$ cat config.mk
export PLATFORM = sky130hd
export DESIGN_NAME = ahb_arb_m2
export DESIGN_NICKNAME = d
export VERILOG_FILES = /design/src/rtl/ahb_arb_pkg.sv /design/src/rtl/ahb_arb_hold.sv /design/src/rtl/ahb_arb_m2.sv
export SDC_FILE = /design/constraint.sdc
export NUM_CORES = 1
export LEC_CHECK = 0
export ABC_AREA = 1
export BUFFER_PORTS_ARGS = -buffer_cell sky130_fd_sc_hd__buf_2
export CORE_AREA = 8 8 124 126
export DETAILED_ROUTE_END_ITERATION = 16
export DIE_AREA = 0 0 132 134
export GPL_TIMING_DRIVEN = 0
export PLACE_DENSITY_LB_ADDON = 0.08
export SLEW_MARGIN = 10
export SYNTH_ARGS = -nofsm -noshare
export SYNTH_HDL_FRONTEND = slang
export SYNTH_HIERARCHICAL = 1
export SYNTH_SLANG_ARGS = --single-unit
export TNS_END_PERCENT = 100
$ cat constraint.sdc
create_clock -name clk -period 1.8 [get_ports clk]
set_clock_uncertainty 0.15 [all_clocks]
set_input_delay 0.36 -clock clk [delete_from_list [all_inputs] [get_ports clk]]
set_output_delay 0.36 -clock clk [all_outputs]
set_load 0.01 [all_outputs]
$ cat src/rtl/ahb_arb_pkg.sv
// Shared constants and FSM state type for the two-master AHB-Lite arbiter.
// No ports; imported by ahb_arb_hold and ahb_arb_m2.
package ahb_arb_pkg;

    localparam logic [1:0] HTRANS_IDLE   = 2'b00;
    localparam logic [1:0] HTRANS_BUSY   = 2'b01;
    localparam logic [1:0] HTRANS_NONSEQ = 2'b10;
    localparam logic [1:0] HTRANS_SEQ    = 2'b11;

    localparam logic [2:0] HBURST_SINGLE = 3'b000;

    typedef enum logic [1:0] {
        IDLE,
        ADDR,
        DATA
    } arb_state_t;

endpackage

$ cat src/rtl/ahb_arb_hold.sv
// Per-port address-phase holding register with pending flag.
// Ports: clk/rst, upstream address-phase inputs, clear (owner completion),
//        pending flag and captured addr/size/prot/write/lock outputs.
module ahb_arb_hold
    import ahb_arb_pkg::*;
#(
    parameter int ADDR_W = 32
) (
    input  logic              clk,
    input  logic              rst,
    input  logic [ADDR_W-1:0] haddr,
    input  logic [1:0]        hsize,
    input  logic [3:0]        hprot,
    input  logic [1:0]        htrans,
    input  logic              hwrite,
    input  logic              hmastlock,
    input  logic              hready,
    input  logic              hselx,
    input  logic              clear,
    output logic              pending,
    output logic [ADDR_W-1:0] addr,
    output logic [1:0]        size,
    output logic [3:0]        prot,
    output logic              write,
    output logic              lock
);

    logic active;
    logic capture;

    assign active = (htrans == HTRANS_NONSEQ) || (htrans == HTRANS_SEQ);

    // The completion cycle frees the slot, so a new address presented
    // alongside it is taken immediately.
    assign capture = hselx & hready & active & (~pending | clear);

    always_ff @(posedge clk) begin
        if (rst) begin
            pending <= 1'b0;
            addr    <= '0;
            size    <= '0;
            prot    <= '0;
            write   <= 1'b0;
            lock    <= 1'b0;
        end else if (capture) begin
            pending <= 1'b1;
            addr    <= haddr;
            size    <= hsize;
            prot    <= hprot;
            write   <= hwrite;
            lock    <= hmastlock;
        end else if (clear) begin
            pending <= 1'b0;
        end
    end

endmodule

$ cat src/rtl/ahb_arb_m2.sv
// Two-master AHB-Lite arbiter: round-robin with HMASTLOCK hold, one transfer
// outstanding downstream. Ports: clk/rst, s0_*/s1_* upstream slave ports,
// m_* downstream master port. Define ARB_FIXED_PRIO_EN for fixed port-0 priority.
module ahb_arb_m2
    import ahb_arb_pkg::*;
#(
    parameter int ADDR_W = 32,
    parameter int DATA_W = 32
) (
    input  logic              clk,
    input  logic              rst,
    input  logic [ADDR_W-1:0] s0_haddr,
    input  logic [1:0]        s0_hsize,
    input  logic [2:0]        s0_hburst,
    input  logic [3:0]        s0_hprot,
    input  logic [1:0]        s0_htrans,
    input  logic              s0_hwrite,
    input  logic              s0_hmastlock,
    input  logic              s0_hready,
    input  logic              s0_hselx,
    input  logic [DATA_W-1:0] s0_hwdata,
    output logic [DATA_W-1:0] s0_hrdata,
    output logic              s0_hresp,
    output logic              s0_hreadyout,
    input  logic [ADDR_W-1:0] s1_haddr,
    input  logic [1:0]        s1_hsize,
    input  logic [2:0]        s1_hburst,
    input  logic [3:0]        s1_hprot,
    input  logic [1:0]        s1_htrans,
    input  logic              s1_hwrite,
    input  logic              s1_hmastlock,
    input  logic              s1_hready,
    input  logic              s1_hselx,
    input  logic [DATA_W-1:0] s1_hwdata,
    output logic [DATA_W-1:0] s1_hrdata,
    output logic              s1_hresp,
    output logic              s1_hreadyout,
    output logic [ADDR_W-1:0] m_haddr,
    output logic [1:0]        m_hsize,
    output logic [2:0]        m_hburst,
    output logic [3:0]        m_hprot,
    output logic [1:0]        m_htrans,
    output logic              m_hwrite,
    output logic              m_hlock,
    output logic [DATA_W-1:0] m_hwdata,
    input  logic [DATA_W-1:0] m_hrdata,
    input  logic              m_hresp,
    input  logic              m_hready
);

    arb_state_t        state_q, state_d;
    logic              owner_q, owner_d;
    logic              last_q, last_d;
    logic              lock_q, lock_d;

    logic              pend0, pend1;
    logic [ADDR_W-1:0] a0, a1;
    logic [1:0]        sz0, sz1;
    logic [3:0]        pr0, pr1;
    logic              w0, w1, lk0, lk1;

    logic              done, elig0, elig1, pick;
    logic              in_data0, in_data1, own_lock;

    // Every transfer goes out as SINGLE, so upstream burst type is dropped.
    logic              unused_burst;
    assign unused_burst = ^{s0_hburst, s1_hburst};

    assign done     = (state_q == DATA) & m_hready;
    assign in_data0 = (state_q == DATA) & ~owner_q;
    assign in_data1 = (state_q == DATA) & owner_q;
    assign own_lock = owner_q ? lk1 : lk0;

    ahb_arb_hold #(.ADDR_W(ADDR_W)) u_hold0 (
        .clk(clk), .rst(rst),
        .haddr(s0_haddr), .hsize(s0_hsize), .hprot(s0_hprot),
        .htrans(s0_htrans), .hwrite(s0_hwrite), .hmastlock(s0_hmastlock),
        .hready(s0_hready), .hselx(s0_hselx), .clear(done & ~owner_q),
        .pending(pend0), .addr(a0), .size(sz0), .prot(pr0),
        .write(w0), .lock(lk0)
    );

    ahb_arb_hold #(.ADDR_W(ADDR_W)) u_hold1 (
        .clk(clk), .rst(rst),
        .haddr(s1_haddr), .hsize(s1_hsize), .hprot(s1_hprot),
        .htrans(s1_htrans), .hwrite(s1_hwrite), .hmastlock(s1_hmastlock),
        .hready(s1_hready), .hselx(s1_hselx), .clear(done & owner_q),
        .pending(pend1), .addr(a1), .size(sz1), .prot(pr1),
        .write(w1), .lock(lk1)
    );

    // A held lock leaves only the previous owner eligible.
    assign elig0 = pend0 & (~lock_q | ~last_q);
    assign elig1 = pend1 & (~lock_q | last_q);

`ifdef ARB_FIXED_PRIO_EN
    assign pick = ~elig0;
`else
    assign pick = (elig0 & elig1) ? ~last_q : elig1;
`endif

    always_ff @(posedge clk) begin
        if (rst) begin
            state_q <= IDLE;
            owner_q <= 1'b0;
            last_q  <= 1'b1;
            lock_q  <= 1'b0;
        end else begin
            state_q <= state_d;
            owner_q <= owner_d;
            last_q  <= last_d;
            lock_q  <= lock_d;
        end
    end

    always_comb begin
        state_d = state_q;
        owner_d = owner_q;
        last_d  = last_q;
        lock_d  = lock_q;
        unique case (state_q)
            IDLE: begin
                if (elig0 | elig1) begin
                    owner_d = pick;
                    state_d = ADDR;
                end
            end
            ADDR: begin
                if (m_hready) state_d = DATA;
            end
            DATA: begin
                if (m_hready) begin
                    state_d = IDLE;
                    last_d  = owner_q;
                    lock_d  = own_lock;
                end
            end
            default: state_d = IDLE;
        endcase
    end

    assign m_haddr  = owner_q ? a1 : a0;
    assign m_hsize  = owner_q ? sz1 : sz0;
    assign m_hprot  = owner_q ? pr1 : pr0;
    assign m_hwrite = owner_q ? w1 : w0;
    assign m_hburst = HBURST_SINGLE;
    assign m_htrans = (state_q == ADDR) ? HTRANS_NONSEQ : HTRANS_IDLE;
    assign m_hlock  = (state_q == ADDR) & own_lock;
    assign m_hwdata = in_data0 ? s0_hwdata :
                      in_data1 ? s1_hwdata : '0;

    assign s0_hreadyout = in_data0 ? m_hready : ~pend0;
    assign s1_hreadyout = in_data1 ? m_hready : ~pend1;
    assign s0_hresp     = in_data0 & m_hresp;
    assign s1_hresp     = in_data1 & m_hresp;
    assign s0_hrdata    = m_hrdata;
    assign s1_hrdata    = m_hrdata;

endmodule

==> results.toml <==
[clocking]
clock-sinks = 87
path_clk_slew_ps = 60
cts_buffer_depth = 2
cts-hold-fix-buffers = 0
root_buffer = "clkbuf_16"
cts_made_buffers = 9
clk_latency_ps = 340
h-tree-depth = 3
cts_tree = "built"

[finish]
design_area_mm2 = 0.008396
layout-drive-gt1-share_pct = 49.86
layout_common_cells = "229 x buf_2, 163 x nor2_1, 94 x buf_6, 91 x inv_1, 90 x nand2_1"
final_nets = 1257
final_common_cell = "buf_2"
syn_to_final_growth_pct = 58.33

[placement]
dpl_cell_area_mm2 = 0.007010
place_ws_ps = -65.99
io_buffers = 294
place_hpwl_um = 15490
place_congestion = 0.8220

[route]
antenna_left = 0
drc = 0
routed_wl_um = 20340
vias_per_cell = 4.523
dr.pass1.iters = 5
avgRoutedWirePerCell_um = 16.25
drt_iter0_drc = 294
num_vias = 5663

[setup_path]
startpoint_type = "flip-flop"
path_buf_inv = 4
crit_path_end_kind = "output pin"
cp_slowest_cell = "dfxtp_4"
crit_start = "owner_q"
r2r_start = "owner_q"
crit_top_cell = "buf_12"
crit_family = "buffers and inverters"
required_ps = 1290
cp_max_fo = 7
rrSetupSlack_ps = 30
rr_worst_depth = 10
worstPathCellList = "buf_12 > nor2_4 > buf_12 > buf_8 > a22o_4 > buf_6"
max_stage_delay_ps = 380
critPathArrivalTime_ps = 1500
crit_type = "reg2out"
rr_endpoint = "u_hold1/addr[22]"

[min_path]
min_path_type = "in2reg"
min_from = "rst"
min_to = "owner_q"
min_path_cells = 2

[sta]
max_slew_margin_pct = 63.44
max_slew.worst_pin.slew_ps = 548.4
fmax_mhz = 496.7
holdWs_ps = 123.8
finalCritPeriodShare_pct = 111.8
setup_violations = 75
tns_ps = -13080
fin_crit_ps = 2013
rsz0062_at_grt = "yes"
final_hold_viol_count = 0
drv_slew = 0
worst_slack_ps = -213.2

[floorplanning]
num_io_pins = 339
rows = 43
fp.dieW_um = 132
initial_core_util_pct = 39.27
fp.dieArea_mm2 = 0.01769
coreArea_mm2 = 0.01350
die_h_um = 134

[logic_synthesis]
synth_edf_count = 0
syn_inst = 735
synth-seq-area-share_pct = 32.85
postSynthAreaPerCell_um2 = 7.214
ys_ff_latch = 87
synth_flop_cell = "dfxtp_1"
yosysUniqueCellTypes = 26
synth_warnings = 6
async_reset_ff_share_pct = 0
syn_area_mm2 = 0.005303

[power]
p_per_area_mw_per_mm2 = 642.1
cellLeakagePower_nw = 4.517
ir_drop_mv = 0.3853

[job]
maxCapViolations = 0

[global_route]
grt_overflow_total = 0
antenna_found_initial = 5
grt_pass1_wl_um = 30930
grt_pass1_vias = 5719
track_usage_pct = 21.86
grt_max_degree = 16

[run_status]
status = "finished with violations"
violations = "negative setup slack"
## area by class of cell
class | instances | area (µm²)
diodes | 5 | 12.51
plain buffers | 111 | 952.2
clock buffers | 9 | 225.2
clock inverters | 6 | 70.07
fillers | 1277 | 5109
inverters | 99 | 381.6
multi-input cells | 441 | 2653
flip-flops and latches | 87 | 1748
well taps | 180 | 225.2
repair buffers | 314 | 2128
## power by group
group	leakage [nW]	internal (mW)	switching, mW
combinational	3.67	0.780	0.650
sequential	0.713	2.03	0.0592
clock	0.134	1.07	0.799
total	4.52	3.88	1.51
## per-stage QoR
| stage | std cells | util, % | power (mW) |
|---|---|---|---|
| detailed placement | 1212 | 51.91 | 3.275 |
| floorplan | 738 | - | 2.804 |
| CTS | 1242 | 59.89 | 5.366 |
| finish | 1252 | 62.17 | 5.391 |
| global route | 1252 | 62.17 | 5.672 |
| global placement | 1212 | 51.91 | 3.266 |
## metal layers
metal  global-route usage [%]  vias to the layer above  routed length, µm
li1                         -                     2881                  -
met1                    23.34                     2522               7936
met2                    39.16                      243              10310
met3                    6.993                       17               1763
met4                    8.870                        0                329
met5                        0                        -                  0
## worst max-delay path by stage
stage                       end  depth (start not counted)
6_report           m_hwdata[27]                          6
3_3_place_gp   u_hold1/addr[15]                         13
5_1_grt            m_hwdata[27]                          6
2_1_floorplan   u_hold1/addr[0]                         13
4_1_cts             m_haddr[13]                          4
3_5_place_dp    u_hold1/addr[7]                         13
## flip-flops by register name (all words and copies together), names as in the netlist, 2 cells and up
name / count
u_hold0/addr: 32
u_hold1/addr: 32
u_hold0/prot: 4
u_hold1/prot: 4
state_q: 2
u_hold0/size: 2
u_hold1/size: 2
## synth_stat cells, types with 2 or more instances
| cell | n | area share [%] |
|---|---|---|
| a21oi_1 | 6 | 0.57 |
| a22o_1 | 3 | 0.50 |
| a22o_2 | 29 | 5.5 |
| buf_1 | 8 | 0.57 |
| buf_4 | 84 | 12 |
| buf_6 | 19 | 4.0 |
| dfxtp_1 | 87 | 33 |
| inv_1 | 96 | 6.8 |
| inv_2 | 3 | 0.21 |
| mux2_1 | 6 | 1.3 |
| mux2_2 | 33 | 7.0 |
| nand2_1 | 95 | 6.7 |
| nand2_2 | 2 | 0.24 |
| nand3_1 | 81 | 7.6 |
| nand3_2 | 2 | 0.38 |
| nor2_1 | 164 | 12 |
| nor2_2 | 3 | 0.35 |
| nor2_4 | 4 | 0.85 |
| o21ai_0 | 3 | 0.28 |
## timing repair
| action | CTS | global route |
|---|---|---|
| setup endpoints to repair | 124 | 156 |
| pin swaps | 4 | 10 |
| gates cloned | 6 | 2 |
| gates resized for setup | 136 | 56 |
| buffers inserted | 9 | 3 |
## cell families after synthesis
| kind of cell | synth area share [%] |
|---|---|
| and+or+nand+nor | 28.13 |
| buffers and inverters | 23.50 |
| AOI/OAI and AO/OA | 7.173 |
| other | 0.07072 |
| DFF | 32.85 |
| muxes | 8.282 |
No activity file was read; power rests on OpenSTA's default activity.
